==> config.mk <==
export PLATFORM = sky130hd
export DESIGN_NAME = serial_flow_driver
export DESIGN_NICKNAME = d
export VERILOG_FILES = /design/src/rtl/serial_flow_driver.sv
export SDC_FILE = /design/constraint.sdc
export NUM_CORES = 1
export LEC_CHECK = 0
export CORE_MARGIN = 3
export CORE_UTILIZATION = 40
export CTS_CLUSTER_SIZE = 8
export DETAILED_ROUTE_END_ITERATION = 12
export DONT_BUFFER_PORTS = 1
export PLACE_DENSITY = 0.52
export SLEW_MARGIN = 20
export SYNTH_ARGS = -nofsm -noshare
export SYNTH_HDL_FRONTEND = slang
export SYNTH_SLANG_ARGS = --single-unit
export TNS_END_PERCENT = 30
==> constraint.sdc <==
create_clock -name clock -period 4.95 [get_ports clock]
set_clock_uncertainty 0.1 [all_clocks]
set_input_delay 1.2375 -clock clock [delete_from_list [all_inputs] [get_ports clock]]
set_output_delay 1.2375 -clock clock [all_outputs]
set_load 0.02 [all_outputs]
==> src/rtl/serial_flow_driver.sv <==
// Transmit side of the two-line serial-flow interface: streams two operands LSB-first
// and reassembles the serial result (plus final overflow) returned by the downstream FSM.
module serial_flow_driver #(
  parameter int WIDTH = 8
) (
  input  logic             clock,
  input  logic             reset,
  input  logic             start,
  input  logic [WIDTH-1:0] op_a,
  input  logic [WIDTH-1:0] op_b,
  output logic             line1,
  output logic             line2,
  input  logic             outp,
  input  logic             overflw,
  output logic             busy,
  output logic             done,
  output logic [WIDTH-1:0] result,
  output logic             res_ovf
);

  localparam int CNT_W = $clog2(WIDTH + 1);
  localparam logic [CNT_W-1:0] LAST_BIT = CNT_W'(WIDTH - 1);

  typedef enum logic [1:0] {
    IDLE  = 2'd0,
    SHIFT = 2'd1,
    DRAIN = 2'd2
  } state_t;

  state_t           state;
  state_t           state_nxt;

  logic [WIDTH-1:0] tx_a;
  logic [WIDTH-1:0] tx_b;
  logic [WIDTH-1:0] rx;
  logic [CNT_W-1:0] cnt;

  logic             load;
  logic             shift;
  logic             last_shift;
  logic             finish;
  logic             sample;

  always_ff @(posedge clock or negedge reset) begin
    if (!reset) begin
      state <= IDLE;
    end else begin
      state <= state_nxt;
    end
  end

  always_comb begin
    state_nxt  = state;
    load       = 1'b0;
    shift      = 1'b0;
    last_shift = 1'b0;
    finish     = 1'b0;
    case (state)
      IDLE: begin
        if (start) begin
          load      = 1'b1;
          state_nxt = SHIFT;
        end
      end
      SHIFT: begin
        shift = 1'b1;
        if (cnt == LAST_BIT) begin
          last_shift = 1'b1;
          state_nxt  = DRAIN;
        end
      end
      DRAIN: begin
        finish    = 1'b1;
        state_nxt = IDLE;
      end
      default: begin
        state_nxt = IDLE;
      end
    endcase
  end

  // The FSM's registered output lags the lines by one cycle, so the first
  // returned bit appears only at the end of the second SHIFT cycle.
  assign sample = shift && (cnt != '0);

  // Bit 0 is put on the lines by the load edge itself so that it is visible
  // for the whole first SHIFT cycle; later bits come from the tx registers.
  always_ff @(posedge clock or negedge reset) begin
    if (!reset) begin
      tx_a    <= '0;
      tx_b    <= '0;
      rx      <= '0;
      cnt     <= '0;
      line1   <= 1'b0;
      line2   <= 1'b0;
      busy    <= 1'b0;
      done    <= 1'b0;
      result  <= '0;
      res_ovf <= 1'b0;
    end else begin
      done <= finish;
      if (load) begin
        tx_a  <= op_a >> 1;
        tx_b  <= op_b >> 1;
        line1 <= op_a[0];
        line2 <= op_b[0];
        rx    <= '0;
        cnt   <= '0;
        busy  <= 1'b1;
      end else if (shift) begin
        if (last_shift) begin
          line1 <= 1'b0;
          line2 <= 1'b0;
        end else begin
          line1 <= tx_a[0];
          line2 <= tx_b[0];
          tx_a  <= tx_a >> 1;
          tx_b  <= tx_b >> 1;
        end
        cnt <= cnt + CNT_W'(1);
        if (sample) begin
          rx <= {outp, rx[WIDTH-1:1]};
        end
      end else if (finish) begin
        result  <= {outp, rx[WIDTH-1:1]};
        res_ovf <= overflw;
        busy    <= 1'b0;
      end
    end
  end

endmodule

# ---- Word-level counts from Yosys, hierarchy flattened
# Index checks and enable logic that the tools add are counted.
dict set report word_totals {
  reg_bits 43
  in_bits 21
  out_inout_bits 13
  word_cells 61
}
dict set report op_classes {
  addsub 1
  eq_ne 7
  muxes 29
  n_bitwise 2
  n_reduce_logical 11
}
# operator count
set op_table {}
lappend op_table {{$mux W8} 9}
lappend op_table {{$mux W1} 15}
lappend op_table {{$mux W4} 2}
lappend op_table {{$ne A2 B2 Y1 const B} 4}
lappend op_table {{$reduce_and A2 Y1} 4}
lappend op_table {{$reduce_bool A2 Y1} 3}
lappend op_table {{$add A4 B1 Y4 const B} 1}
lappend op_table {{$eq A4 B3 Y1 const B} 1}
lappend op_table {{$mux W2} 2}
lappend op_table {{$pmux W2 S2} 1}
lappend op_table {{$reduce_bool A4 Y1} 1}
lappend op_table {{$reduce_and A3 Y1} 1}
lappend op_table {{$eq A2 B1 Y1 const B} 1}
lappend op_table {{$eq A2 B2 Y1 const B} 1}
lappend op_table {{$logic_not A2 Y1} 1}
lappend op_table {{$not A1 Y1} 2}
lappend op_table {{$logic_and A1 B1 Y1} 1}

# ---- Depth between registers and ports, before layout
dict set report depth {
  ltp_word 6
  ltp_mapped 6
}

# ---- Least setup slack after synthesis
# OpenSTA, ideal clock, no wires.
dict set report synth_timing {
  kind {input-to-reg}
  start {in start}
  end {reg tx_a[1]}
  arrival_ns 2.061
  path_slack_ns 2.652
  path_stages 5
  path_cell_list {or3b_1 -> buf_6 -> buf_8 -> mux2i_1 -> a21oi_1}
}
dict set report synth_between {
  elab_chain_cells 4
  word_cells_on_any_way 6
}
# element line_no
set synth_lines {}
lappend synth_lines {{start: declaration} 8} ;# input logic start,
lappend synth_lines {{$mux W1 (*)} 60} ;# if (start) begin
lappend synth_lines {{$mux W1 (*)} 58} ;# case (state)
lappend synth_lines {{$ne A2 B2 Y1 (no source line) or $reduce_bool A2 Y1 (tied branches)} -}
lappend synth_lines {{$reduce_and A2 Y1 (no source line)} -}
lappend synth_lines {{end signal: assignment} 103} ;# tx_a <= op_a >> 1;
lappend synth_lines {{end signal: assignment} 117} ;# tx_a <= tx_a >> 1;
lappend synth_lines {{end: declaration} 33} ;# logic [WIDTH-1:0] tx_a;
# Mark *: on every way between the ends. The rest lies on a longest branch, timed or not.
# A chain may end at the register's enable or synchronous reset.

# ---- Final worst setup path
dict set report layout_timing {
  start {in start}
  end {reg tx_b[3]}
}
dict set report layout_between {
  elab_chain_cells 4
  word_cells_on_any_way 6
}
# element line_no
set layout_lines {}
lappend layout_lines {{$mux W1 (*)} 60}
lappend layout_lines {{$mux W1 (*)} 58}
lappend layout_lines {{$ne A2 B2 Y1 (no source line) or $reduce_bool A2 Y1 (tied branches)} -}
lappend layout_lines {{$reduce_and A2 Y1 (no source line)} -}
lappend layout_lines {{end signal: assignment} 104} ;# tx_b <= op_b >> 1;
lappend layout_lines {{end signal: assignment} 118} ;# tx_b <= tx_b >> 1;
lappend layout_lines {{end: declaration} 34} ;# logic [WIDTH-1:0] tx_b;
# Marks and branches as above.

==> key figures <==
Pwr
  • Static leakage: slightly above 0.9 nW
  • Clock group share of total power: about 20%
  • Sw power: around 0.43 mW
  • Largest voltage drop on the vdd net: 0.000187 V
  • Reg power frac: 52.1%
  • Pwr/cell area: 616 nW/um2
  • Switching share of power: between 30 and 40%
  • Combinational Power Share: 28.4%
  • Internal power component: 0.727 mW

Global routing
  • Via count of the first global-routing pass: 1,254
  • First-pass GRT wire length: between 5000 and 6000 um
  • Global route total overflow: 0
  • Antenna violations before repair: 0
  • All-Layer GR Usage: 15.0%
  • Pin count of the biggest net entering global routing: 41

Worst setup path
  • Element type at the critical path start: input pin
  • CP Capture Type: flop
  • Critical Path AT: 2.32 ns
  • Highest net fanout along the worst path: 17
  • Worst EP required: 4.98 ns
  • Reg-to-Reg End: tx_a[1]
  • R2r setup slk: ~2.9 ns
  • Worst-case reg-to-reg path depth: 4
  • Reg-to-reg startpoint: cnt[0]
  • Worst setup path class: input pin to flop

Place
  • Total instance count after detailed placement: 202
  • Weighted congestion reported at the end of routability-driven placement: around 0.80
  • Dpl hpwl: about 2500 um
  • Placement Cell Area: about 1800 um2
  • Setup slack after placement: 2.34 ns
  • IO buf count: 0

Min path
  • Number of cells on the worst hold path: 1
  • Endpoint of the worst hold-timing path: result[0]
  • Hold Startpoint: rx[1]
  • Hold Crit Class: flop to flop

Floorplan
  • Std-Cell Core Area: 4140 um2
  • # rows: 23
  • Die X-Extent: 72.9 um
  • Count of pins on the block boundary: 34
  • Die Footprint: 5310 um2
  • Initial core utilization: 43.2%
  • Chip Height: ~73 um

Logic synthesis
  • Most used flip-flop cell after synthesis: sky130_fd_sc_hd__dfrtp_1
  • Post-synth EDFFs: 0
  • Proportion of synthesized chip area in sequential cells: a little under three fifths
  • Top-area cell type share of the netlist area: a little under three fifths
  • Post-Synthesis Mean Instance Area: 11.1 um2
  • Cell taking the most area after synthesis: sky130_fd_sc_hd__dfrtp_1
  • Top post-synthesis cells by area: sky130_fd_sc_hd__dfrtp_1, sky130_fd_sc_hd__a21oi_1, sky130_fd_sc_hd__mux2i_1, sky130_fd_sc_hd__mux2_2, sky130_fd_sc_hd__o21ai_0
  • Library cells used by synthesis: 30
  • Synthesized flop and latch total: 40
  • Post-Synthesis Cells: between 150 and 200
  • Async S/R FF share, synth: between 90% and 100%
  • Area of the mapped netlist: 1790 um2
  • Synth Net Count: 184
  • Count of warnings emitted by yosys: 0

Layout
  • Relative area change from synthesis to final layout: 5.31%
  • Fillcell total: 411
  • Final antenna diode count: 0
  • Area of the multi-input gates: 712 um2
  • Final instance count without filler cells: 210
  • Total non-filler cell area in the finished layout: approximately 1900 um2
  • Net count, final: around 180
  • Final standard cell utilization of the core: a little under half
  • Proportion of layout cells with a drive suffix above 1: between 10% and 20%
  • Commonest non-fill, non-tap cells in the layout: sky130_fd_sc_hd__dfrtp_1, sky130_fd_sc_hd__a21oi_1, sky130_fd_sc_hd__mux2i_1
  • Leading cell type in the layout, fill and taps excluded: sky130_fd_sc_hd__dfrtp_1
  • Sequential Area: 1000 um2

Clocking
  • H-tree depth: 2
  • Clock Tree Buf Depth: 2
  • Clock edge transition at the registers on the reported setup and hold paths: 0.07 ns
  • CTS Buf Count: 5
  • Source-to-sink clock delay at the later pin of the worst-skew pair: 0.29 ns
  • Post_cts resized: 0
  • Clk root buf: sky130_fd_sc_hd__clkbuf_8
  • Count of clock tree sinks: 40
  • Setup Buffers After CTS: 0
  • TritonCTS clock tree: built
  • Post-cts hold buffer count: 0

STA
  • Setup violators final: 0
  • Pins over their slew limit: 0
  • Time the final worst path needs with I/O delays and setup: between 2 and 2.5 ns
  • Count of final hold-check violations: 0
  • Worst slew pin tran: just under 1 ns
  • Fraction of the cycle the final worst path needs: 46.2%
  • Post-layout worst setup margin: 2.66 ns
  • TNS Setup: 0 ns
  • Unrepaired setup endpoints after global routing: no
  • Highest achievable clock rate: 0.437 GHz
  • Relative slew slack: 34.9%

Routing
  • Remaining antenna violation count after routing: 0
  • Number of DRC violations after detailed-routing iteration 0: 57
  • Drt wl/cell: 17.4 um
  • Count of vias placed by the detailed router: 1,229
  • DR pass1 iterations: 4
  • Remaining DRCs: 0
  • Vias per cell: 5.85
  • Total wirelength of the detailed-routed design: 3650 um

Flow run
  • Count of max-cap constraint violations: 0

Outcome
  • Run status: finished, final reports clean
-- power by group through the flow --
stage | clock [mW] | combinational, mW | sequential [mW]
after floorplan | 0 | 0.291 | 0.580
after global placement | 0 | 0.318 | 0.608
after detailed placement | 0 | 0.332 | 0.614
after CTS | 0.233 | 0.333 | 0.607
after global routing | 0.245 | 0.376 | 0.625
final | 0.227 | 0.329 | 0.605
-- worst max-delay path by stage --
stage                     start  cells past startpoint       to
after floorplan           start                      5  tx_a[1]
after global placement    start                      3  tx_b[0]
after detailed placement  start                      3  tx_b[2]
after CTS                 start                      3  tx_b[3]
after global routing      start                      3  tx_b[0]
final                     start                      3  tx_b[3]
-- cell usage after synthesis (2+ instances only) --
cell and number:
sky130_fd_sc_hd__mux2i_1 12, sky130_fd_sc_hd__nand2_1 7, sky130_fd_sc_hd__buf_6 2, sky130_fd_sc_hd__o21ai_0 11
sky130_fd_sc_hd__nor2b_1 2, sky130_fd_sc_hd__inv_1 4, sky130_fd_sc_hd__clkbuf_1 5, sky130_fd_sc_hd__dfrtp_1 40
sky130_fd_sc_hd__mux2_2 9, sky130_fd_sc_hd__a21oi_1 33, sky130_fd_sc_hd__nor2_1 6, sky130_fd_sc_hd__o2bb2ai_1 2
sky130_fd_sc_hd__nand2b_1 2, sky130_fd_sc_hd__nand3_1 9, sky130_fd_sc_hd__ha_1 2
-- critical path, cell delays in order --
cell                      delay (ns)
sky130_fd_sc_hd__or3b_1         0.69
sky130_fd_sc_hd__mux2i_1        0.30
sky130_fd_sc_hd__a21oi_1        0.09
-- cell type report --
type	instances	area share [%]
clock buffers	7	4.58
multi-input cells	108	37.8
inverters	4	0.797
flip-flops and latches	40	53.1
well taps	50	3.32
clock inverters	1	0.398
-- layer usage --
layer | vias to the layer above | global-route usage [%] | part of all wire, %
met5 | - | 0 | 0
met4 | 0 | 5.53 | 0.52
li1 | 568 | - | -
met3 | 2 | 5.23 | 4.9
met2 | 33 | 24.0 | 49
met1 | 626 | 18.7 | 45
-- logic make-up (layout without fill, tap and decap cells) --
logic type / Yosys count / in the layout / synth area share, %
muxes: 21 / 21 / 12.4
AOI/OAI and AO/OA: 51 / 51 / 15.8
buffers and inverters: 13 / 12 / 4.26
adders and majority gates: 2 / 2 / 1.40
and+or+nand+nor: 34 / 34 / 10.2
DFF: 40 / 40 / 55.9
-- registers in the layout (all words and copies together), names as in the netlist --
register	flops
state	2
result	8
tx_a	7
res_ovf	1
line1	1
cnt	4
done	1
tx_b	7
busy	1
rx	7
line2	1
-- metrics by stage --
step	total power, mW	hold slack [ns]
5_1_grt	1.25	0.437
3_3_place_gp	0.926	0.395
4_1_cts	1.17	0.423
3_5_place_dp	0.946	0.405
6_report	1.16	0.419
2_1_floorplan	0.870	0.374
No activity file was read; power rests on OpenSTA's default activity.
